## src/rtl/display_timing_gen.sv

```systemverilog
// -----------------------------------------------------------------------------
// display_timing_gen
//
// Parametrised raster timing generator. Divides the system clock down to a
// pixel rate, walks a (h_pos, v_pos) scan position through a full frame and
// decodes sync, blanking and line/frame strobes from that position.
// Position 0 on each axis is the start of the sync pulse, followed by back
// porch, visible region and front porch.
//
// Every output is registered and decoded from the next-state position, so
// status outputs always agree with h_pos/v_pos in the same cycle.
// line_start, frame_start and pix_en show up in the cycle the new position
// first appears. The reset position (0,0) is shown without strobes.
//
// Optional feature (macro DISPLAY_TIMING_LINE_IRQ_EN):
//   adds line_cmp / line_irq, a one-clk pulse alongside line_start when the
//   new v_pos equals line_cmp. When the macro is undefined, neither port
//   exists and no compare logic is built.
//
// Ports:
//   clk          system clock
//   reset        asynchronous, active-low reset
//   enable       run when high; freeze all state when low
//   pix_en       one-clk strobe per pixel period
//   h_pos/v_pos  scan position (0 = start of sync)
//   hsync/vsync  sync outputs, active level set by HSYNC_POL/VSYNC_POL
//   hblank       high outside the visible columns
//   vblank       high outside the visible lines
//   line_start   pulse when h_pos wraps to 0
//   frame_start  pulse when (h_pos, v_pos) wraps to (0, 0)
//   frame_count  completed-frame counter (wraps modulo 2^FRAME_COUNT_WIDTH)
//   line_cmp     (optional) line number that raises line_irq
//   line_irq     (optional) pulse when the new v_pos equals line_cmp
// -----------------------------------------------------------------------------
module display_timing_gen #(
    parameter int HCOUNT_WIDTH      = 10,
    parameter int VCOUNT_WIDTH      = 10,
    parameter int H_SYNC            = 96,
    parameter int H_BACK            = 48,
    parameter int H_VISIBLE         = 640,
    parameter int H_FRONT           = 16,
    parameter int V_SYNC            = 2,
    parameter int V_BACK            = 33,
    parameter int V_VISIBLE         = 480,
    parameter int V_FRONT           = 10,
    parameter int CLK_DIV           = 2,
    parameter bit HSYNC_POL         = 1'b0,
    parameter bit VSYNC_POL         = 1'b0,
    parameter int FRAME_COUNT_WIDTH = 16
) (
    input  logic                         clk,
    input  logic                         reset,
    input  logic                         enable,
`ifdef DISPLAY_TIMING_LINE_IRQ_EN
    input  logic [VCOUNT_WIDTH-1:0]      line_cmp,
    output logic                         line_irq,
`endif
    output logic                         pix_en,
    output logic [HCOUNT_WIDTH-1:0]      h_pos,
    output logic [VCOUNT_WIDTH-1:0]      v_pos,
    output logic                         hsync,
    output logic                         vsync,
    output logic                         hblank,
    output logic                         vblank,
    output logic                         line_start,
    output logic                         frame_start,
    output logic [FRAME_COUNT_WIDTH-1:0] frame_count
);

    localparam int H_TOTAL = H_SYNC + H_BACK + H_VISIBLE + H_FRONT;
    localparam int V_TOTAL = V_SYNC + V_BACK + V_VISIBLE + V_FRONT;
    localparam int HVIS0   = H_SYNC + H_BACK;
    localparam int HVIS1   = HVIS0 + H_VISIBLE;
    localparam int VVIS0   = V_SYNC + V_BACK;
    localparam int VVIS1   = VVIS0 + V_VISIBLE;
    localparam int DIV_W   = (CLK_DIV > 1) ? $clog2(CLK_DIV) : 1;

    localparam logic [DIV_W-1:0]        DIV_LAST = DIV_W'(CLK_DIV - 1);
    localparam logic [HCOUNT_WIDTH-1:0] H_LAST   = HCOUNT_WIDTH'(H_TOTAL - 1);
    localparam logic [VCOUNT_WIDTH-1:0] V_LAST   = VCOUNT_WIDTH'(V_TOTAL - 1);

    // Mode sanity: counters must reach the last column/line of the frame.
    if (longint'(H_TOTAL - 1) >= (longint'(1) << HCOUNT_WIDTH)) begin : g_h_width_err
        $error("display_timing_gen: HCOUNT_WIDTH too small for H_TOTAL-1");
    end
    if (longint'(V_TOTAL - 1) >= (longint'(1) << VCOUNT_WIDTH)) begin : g_v_width_err
        $error("display_timing_gen: VCOUNT_WIDTH too small for V_TOTAL-1");
    end
    if (CLK_DIV < 1) begin : g_div_err
        $error("display_timing_gen: CLK_DIV must be at least 1");
    end

    logic [DIV_W-1:0]             div_q, div_d;
    logic [HCOUNT_WIDTH-1:0]      h_q, h_d;
    logic [VCOUNT_WIDTH-1:0]      v_q, v_d;
    logic [FRAME_COUNT_WIDTH-1:0] fc_q, fc_d;
    logic                         tick, h_wrap, v_wrap;
    logic                         hsync_d, vsync_d, hblank_d, vblank_d;
    logic                         pix_en_q, hsync_q, vsync_q, hblank_q, vblank_q;
    logic                         line_start_q, frame_start_q;

    // NOTE: every always_comb output gets a default first so no path leaves
    // it unassigned; an unassigned path would infer a latch.
    always_comb begin
        div_d  = div_q;
        h_d    = h_q;
        v_d    = v_q;
        fc_d   = fc_q;
        tick   = 1'b0;
        h_wrap = 1'b0;
        v_wrap = 1'b0;

        if (enable) begin
            div_d = (div_q == DIV_LAST) ? '0 : div_q + DIV_W'(1);
            // The pixel advances on the edge that brings the divider to its
            // terminal count, so pix_en and the new position appear together.
            tick  = (div_d == DIV_LAST);
        end

        if (tick) begin
            if (h_q == H_LAST) begin
                h_d    = '0;
                h_wrap = 1'b1;
                if (v_q == V_LAST) begin
                    v_d    = '0;
                    v_wrap = 1'b1;
                    fc_d   = fc_q + FRAME_COUNT_WIDTH'(1);
                end else begin
                    v_d = v_q + VCOUNT_WIDTH'(1);
                end
            end else begin
                h_d = h_q + HCOUNT_WIDTH'(1);
            end
        end

        // Decode from the next position so the registered flags line up
        // with the registered position.
        hsync_d  = (int'(h_d) < H_SYNC) ? HSYNC_POL : ~HSYNC_POL;
        vsync_d  = (int'(v_d) < V_SYNC) ? VSYNC_POL : ~VSYNC_POL;
        hblank_d = (int'(h_d) < HVIS0) || (int'(h_d) >= HVIS1);
        vblank_d = (int'(v_d) < VVIS0) || (int'(v_d) >= VVIS1);
    end

    // NOTE: state registers use non-blocking assignments so every flop
    // samples the pre-edge values, independent of statement order.
    always_ff @(posedge clk or negedge reset) begin
        if (!reset) begin
            div_q         <= '0;
            h_q           <= '0;
            v_q           <= '0;
            fc_q          <= '0;
            pix_en_q      <= 1'b0;
            hsync_q       <= HSYNC_POL;
            vsync_q       <= VSYNC_POL;
            hblank_q      <= 1'b1;
            vblank_q      <= 1'b1;
            line_start_q  <= 1'b0;
            frame_start_q <= 1'b0;
        end else begin
            div_q         <= div_d;
            h_q           <= h_d;
            v_q           <= v_d;
            fc_q          <= fc_d;
            pix_en_q      <= tick;
            hsync_q       <= hsync_d;
            vsync_q       <= vsync_d;
            hblank_q      <= hblank_d;
            vblank_q      <= vblank_d;
            line_start_q  <= h_wrap;
            frame_start_q <= v_wrap;
        end
    end

`ifdef DISPLAY_TIMING_LINE_IRQ_EN
    logic line_irq_q;

    // line_cmp is sampled only at the line boundary that raises the pulse.
    always_ff @(posedge clk or negedge reset) begin
        if (!reset) begin
            line_irq_q <= 1'b0;
        end else begin
            line_irq_q <= h_wrap && (v_d == line_cmp);
        end
    end

    assign line_irq = line_irq_q;
`endif

    assign pix_en      = pix_en_q;
    assign h_pos       = h_q;
    assign v_pos       = v_q;
    assign hsync       = hsync_q;
    assign vsync       = vsync_q;
    assign hblank      = hblank_q;
    assign vblank      = vblank_q;
    assign line_start  = line_start_q;
    assign frame_start = frame_start_q;
    assign frame_count = fc_q;

endmodule

```

## config.mk

```make
export PLATFORM = sky130hd
export DESIGN_NAME = display_timing_gen
export DESIGN_NICKNAME = d
export VERILOG_FILES = /design/src/rtl/display_timing_gen.sv
export SDC_FILE = /design/constraint.sdc
export NUM_CORES = 1
export LEC_CHECK = 0
export CAP_MARGIN = 10
export CORE_AREA = 2 2 62 75
export CTS_CLUSTER_DIAMETER = 100
export DETAILED_ROUTE_END_ITERATION = 10
export DIE_AREA = 0 0 64 77
export GPL_TIMING_DRIVEN = 1
export PLACE_DENSITY = 0.79
export SLEW_MARGIN = 20
export SYNTH_ARGS = -nofsm -noshare
export SYNTH_HDL_FRONTEND = slang
export SYNTH_SLANG_ARGS = --single-unit
export TNS_END_PERCENT = 30
```

## constraint.sdc

```tcl
create_clock -name clk -period 6.65 [get_ports clk]
set_input_delay 1.33 -clock clk [delete_from_list [all_inputs] [get_ports clk]]
set_output_delay 1.33 -clock clk [all_outputs]
set_load 0.1 [all_outputs]
```

==> Word level (Yosys, flattened, before mapping) <==
Cells that the tools add are included.
{ "word_totals": {"input_bits": 3, "ff_bits": 44, "output_inout_bits": 43, "elab_cells": 40} }
{ "op_classes": {"n_reduce_logical": 3, "muxes": 14, "magnitude_cmp": 6, "n_eq_ne": 2, "n_addsub": 4} }
{ "ops": {"columns": ["operator", "n"], "rows": [
  ["$mux 10", 5],
  ["$add 10x1->10 const B", 2],
  ["$eq 10x10->1 const B", 2],
  ["$ge 10x10->1 const B", 2],
  ["$add 16x1->16 const B", 1],
  ["$lt 10x2->1 const B", 1],
  ["$lt 10x6->1 const B", 1],
  ["$lt 10x7->1 const B", 1],
  ["$lt 10x8->1 const B", 1],
  ["$mux 1", 9],
  ["$reduce_and 3->1", 1],
  ["$logic_or 1x1->1", 2],
  ["$add 1x1->1 const B", 1]
]} }

==> Longest topological paths before layout <==
{ "depth": {"depth_word": 6, "depth_mapped": 10, "mapped_depth_nobuf": 8} }

==> Least setup slack after synthesis <==
Ideal clock, no wire load.
{ "synth_timing": {"path_type": "input -> register", "from": "input enable", "to": "register fc_q[15] (netlist: frame_count[15])", "slack_ns": 3.448, "arrival_ns": 3.046, "setup_ns": 0.155, "path_buffers": 3, "t_required_ns": 6.495, "path_stages": 9, "path_cell_list": "nand2b_1 -> buf_2 -> or4_1 -> buf_6 -> nor4_4 -> and3_1 -> buf_4 -> nand4_4 -> xnor2_2"} }
{ "synth_between": {"elab_chain_len": 2} }
{ "synth_lines": {"columns": ["item", "line", "rtl"], "rows": [
  ["start, declared", "53", "input logic enable,"],
  ["$mux 1", "113", "if (enable) begin"],
  ["$reduce_and 3->1 (no source line)", null, null],
  ["end signal, assigned", "151", "fc_q <= '0;"],
  ["end signal, assigned", "163", "fc_q <= fc_d;"],
  ["end, declared", "96", "logic [FRAME_COUNT_WIDTH-1:0] fc_q, fc_d;"]
]} }
Every way passes these cells.
A chain may end at the register's enable or synchronous reset.

==> Worst setup path in the final report <==
Ends and elaborated chain as after synthesis.

==> run metrics <==
most frequent cells in the layout 44 x clkdlybuf4s50_1, 42 x dfrtp_1, 24 x nand2_1; CP Capture Type flop; Pwr Density between 200 and 300 nW/um^2; cts repair resizes 0; clock buffer depth 2; initial antenna violation count 0; crit path kind input pin to flop; routed vias/inst approximately 5.6; largest cells by area after synthesis dfrtp_1 47%, xnor2_1 6.7%, nand2_1 4.0%, xor2_1 3.5%, dfstp_2 2.4%; leak pwr between 1 and 1.5 nW; Post-Synth Simple-Gate Area 0.2447; max reg flops 16; Inst Count DP 309; core area between 4000 and 5000 um^2; detailed-route DRC error count 0; hpwl dp around 3.3 mm; largest family of logic cells by synthesized area simple AND/OR/NAND/NOR gates; TritonRoute pass-1 iters 4; sequential cell area fraction in the yosys report 0.4938; die area around 5000 um^2; Post-Route WL roughly 4.5 mm; number of enable flip-flop cells after synthesis 0; H-tree depth 2; Flop pwr share 0.400; critical-path maximum fanout 9; post-synthesis net count ~220; drt wl/cell approximately 14 um; Slew HR 0.3393; clock share of power 0.277; Hold Worst Slack slightly below 0.5 ns; CTS buffer count 5; clock latency on the worst-skew pair 0.30 ns; root buffer cell clkbuf_8; vias in the first global route around 1700; Die W 64 um; Ys Warns 0; Final Instance Area 2834 um^2; ys async rst share 1.000; multiplexer share of the synthesized area 0.01008; Worst EP arrival between 3 and 4 ns; clk sinks 44; final cell count without fillers around 320; mapped cell area ~2200 um^2; Post-Synth Adder-Cell Area 0.02240; Worst-Margin Slew approximately 0.99 ns; port buffer count 45; FP Rows 26; initial detailed-routing violation count between 70 and 80; Syn Area/Cell about 10 um^2; Synth top area share 0.4703; IO Pins 46; grt total ovfl 0; die height slightly below 80 um; Post-DRT Antenna Nets 0; Psw between 0.3 and 0.4 mW; nets 267; CP Data Required Time approximately 6.8 ns; Pint ~0.48 mW; max cap viols 0; top_reg_cell synth dfrtp_1; HP Class flop to flop; final setup fails 0; CTS tree done; VDD IR max about 0.00034 V; first-pass GRT wire length 7.872 mm; Area Growth Syn to Fin 26.82%; #FFs+latches synth 44; TNS Setup 0 ns; CTS clk-pin slew, worst paths 0.08 ns; switching share of power 0.3981; Max Slew Vio Count 0; Synth area leader dfrtp_1; largest net degree at the start of global routing 45; XOR/XNOR Fraction of Synth Area 0.1092; status finished, final reports clean; minimum clock period 3.631 ns; unrepaired setup endpoints after global routing no; Clock Skews roughly 0.007 ns; post-synthesis cell type count 52; antenna cells 0; hold_buf cts 0; Cells after Synth ~220; Comb pwr share 0.322; RD Place Congestion 0.8729; FMAX ~0.28 GHz; Startpoint Class input pin; setup bufs post-CTS 0; Post-DP Area around 2700 um^2; final hold vios 0; Total GRT Usage 0.2019; fillers 340; crit share post-route 0.5460; DR vias around 1800; post-synthesis compound-gate area fraction 0.08735; Util after Layout 0.6753; share of layout cells above drive strength 1 0.09195; leading cell type in the layout, fill and taps excluded clkdlybuf4s50_1; Initial Util 0.5325
==> path summary, 6_finish.rpt <==
check                                start         endpoint  slack, ns  cells after the start
min reg2reg                frame_count[12]  frame_count[12]       0.49                      1
max                                 enable  frame_count[15]       3.02                      7
max in group asynchronous            reset         h_pos[3]       4.90                      1
min                        frame_count[12]  frame_count[12]       0.49                      1
min in group asynchronous            reset  frame_count[15]       1.17                      1
max reg2reg                       v_pos[0]  frame_count[15]       3.98                      8
==> kinds of logic after synthesis <==
family | Yosys count
flops | 44
simple gates | 94
fa+ha+maj | 4
xor+xnor | 27
mux | 2
compound gates | 29
buf+inv | 15
==> cells in the mapped netlist (2+ instances only) <==
master    count
clkbuf_1      3
nand4_1       6
nor3_1        7
dfrtp_1      42
and2_1        3
inv_1         7
nand3_2       2
xor2_1        9
nand3_1      10
xnor2_1      17
buf_4         2
nor2_1       11
dfstp_2       2
nor4_1        5
ha_1          4
o21ai_0       9
a21oi_1       5
o41ai_1       2
and3_1        7
or3_1         5
nand2b_1      2
mux2_2        2
nand2_1      24
==> layer usage <==
layer	global-route usage	share of wire	vias up	routed length, um
li1	-	-	856	-
met1	0.2689	0.44	850	2007
met2	0.3125	0.50	46	2247
met3	0.02786	0.032	11	143
met4	0.1174	0.030	0	134
met5	0	0	-	0
==> worst max-delay path: stages <==
cell,delay [ns]
clkdlybuf4s50_1,0.54
nand2b_1,0.20
or4_1,0.75
nor4_4,0.33
and3_1,0.38
nand4_4,0.14
xnor2_2,0.14
==> per-stage QoR <==
stage | worst slack, ns | power, mW
global placement | 2.785 | 0.5853
global route | 2.822 | 0.8393
floorplan | 3.448 | 0.5237
CTS | 3.015 | 0.8097
detailed placement | 2.712 | 0.5870
finish | 3.019 | 0.8051
==> power groups by stage <==
stage / Clock, mW / Sequential [mW] / Combinational (mW)
2_1_floorplan: 0 / 0.476 / 0.0478
3_3_place_gp: 0 / 0.327 / 0.259
3_5_place_dp: 0 / 0.327 / 0.260
4_1_cts: 0.227 / 0.322 / 0.261
5_1_grt: 0.239 / 0.327 / 0.273
6_report: 0.223 / 0.322 / 0.260
==> final cells by class <==
| cell class | instances | area, um^2 | area share |
|---|---|---|---|
| Clock buffer | 7 | 96.34 | 0.03400 |
| Clock inverter | 1 | 30.03 | 0.01060 |
| Inverter | 8 | 30.03 | 0.01060 |
| Multi-Input combinational cell | 156 | 1059 | 0.3735 |
| Sequential cell | 44 | 1104 | 0.3894 |
| Tap cell | 56 | 70.07 | 0.02472 |
| Timing Repair Buffer | 45 | 445.4 | 0.1572 |
No activity file was read; power rests on OpenSTA's default activity.
==> RTL edit (config.mk and constraints unchanged) <==
Put one more register stage on the output `hsync`. The value now appears one clock later. The other outputs are not delayed to match.
--- a/src/rtl/display_timing_gen.sv
+++ b/src/rtl/display_timing_gen.sv
@@ -190,5 +190,7 @@
     assign h_pos       = h_q;
     assign v_pos       = v_q;
-    assign hsync       = hsync_q;
+    always_ff @(posedge clk) begin
+        hsync <= hsync_q;
+    end
     assign vsync       = vsync_q;
     assign hblank      = hblank_q;
Function: same outputs for any inputs over 10 cycles, from zero or initial values and one cycle with reset low; that may be too few to reach the edited logic, so the function may still have changed.
==> RTL edit against the unedited design <==
Final area rose by 0.35%; critical endpoint unchanged; sequential power rose by 2%; fmax fell by 0.18%; worst setup slack got worse by 6.5 ps; area after synthesis rose by 0.90%; register-to-register slack barely moved; largest cell class unchanged; largest power group unchanged; sequential cell count rose by 1; total power fell by 1.1%; critical path depth did not move; routed wire length fell by 0.44%; clock power fell by 6%; final cell count rose by 0.32%.
==> RTL edit: results (changes against the unedited design) <==
stage,metric,value,unit,change
placement,gp_congestion,0.859,,-1.6%
pwr,max-vdd-ir-drop,0.140,mV,-59%
detailed_routing,post_drt_via_cell_ratio,5.51,,-0.99%
detailed_routing,wl_met2,2320,um,+3.4%
detailed_routing,drt_first_pass_iters,6,,+2
pwr,pg_clk,0.210,mW,-6%
worst_setup_path,worstPathArrival,3820,ps,about the same
logic_synthesis,postSynthAreaPerCell,10.4,um^2,+0.43%
logic_synthesis,syn-num-nets,223,,+0.45%
layout,finalNonFillerCells,318,,+0.32%
placement,post-dp-hpwl,3240,um,-1.3%
logic_synthesis,ys_seq_area_share,49.8,%,+0.45 points
outcome,outcome,completed,,
pwr,p_seq_share,41.0,%,+1.0 points
pwr,p_leak,1.22,nW,+0.20%
cts,cts_sinks,45,,+2.3%
logic_synthesis,synthTopCellsByArea,"dfrtp_1 47%, xnor2_1 6.6%, nand2_1 4.0%, xor2_1 3.5%, dfstp_2 2.3%",,
detailed_routing,met3WireLength,187,um,+31%
detailed_routing,met1_length,1940,um,-3.2%
global_routing,grt_pass1_vias,1670,,-1.5%
global_routing,grtUsageTotal,19.6,%,-0.57 points
logic_synthesis,synth-xor-area-share,10.8,%,-0.097 points
logic_synthesis,synthArstFlopShare,97.8,%,-2.2 points
detailed_routing,drt_iter0_drc,94,,+27%
hold_path,holdPathEnd,hsync,,
placement,dpl_cell_area,2730,um^2,+0.74%
worst_setup_path,slowest_delay,750,ps,about the same
global_routing,grt_pass1_wl,7760,um,-1.5%
timing,clock_skew,5.90,ps,-1.16 ps
logic_synthesis,synth-compound-area-share,8.66,%,-0.078 points
placement,preCtsSetupSlack,2710,ps,-2.13 ps
layout,drive_gt1_share,8.78,%,-0.42 points
layout,fin_nets,268,,+0.37%
global_routing,grtUsageMet1,24.4,%,-2.4 points
timing,min_period,3640,ps,+6.54 ps
logic_synthesis,synth.distinct_cells,53,,+1.9%
layout,n_fill_cell,339,,-0.29%
pwr,p_sw,0.315,mW,-1.6%
logic_synthesis,synth_mux_area_share,0.999,%,-0.0089 points
==> RTL edit: changes by cell type after synthesis, sizes merged <==
cell and change:
dfxtp +1
==> RTL edit: through the flow <==
step                      hold WS, ps  util, %
after floorplan                   324        -
after global placement            326     65.0
after detailed placement          333     65.0
after CTS                         352     67.8
after global routing              366     67.8
final                             347     67.8
==> RTL edit: worst max-delay path, delay by kind of cell <==
kind | cells | cell delay [ps]
XOR/XNOR | 1 | 140
AND/OR/NAND/NOR | 5 | 1800
buffers and inverters | 1 | 540
==> RTL edit: final cells by class <==
type | count | area (um^2) | area share, %
Clock buffer | 7 | 86.3 | 3.04
Clock inverter | 1 | 30.0 | 1.06
Inverter | 8 | 30.0 | 1.06
Multi-Input combinational cell | 156 | 1060 | 37.2
Sequential cell | 45 | 1120 | 39.5
Tap cell | 56 | 70.1 | 2.46
Timing Repair Buffer | 45 | 445 | 15.7
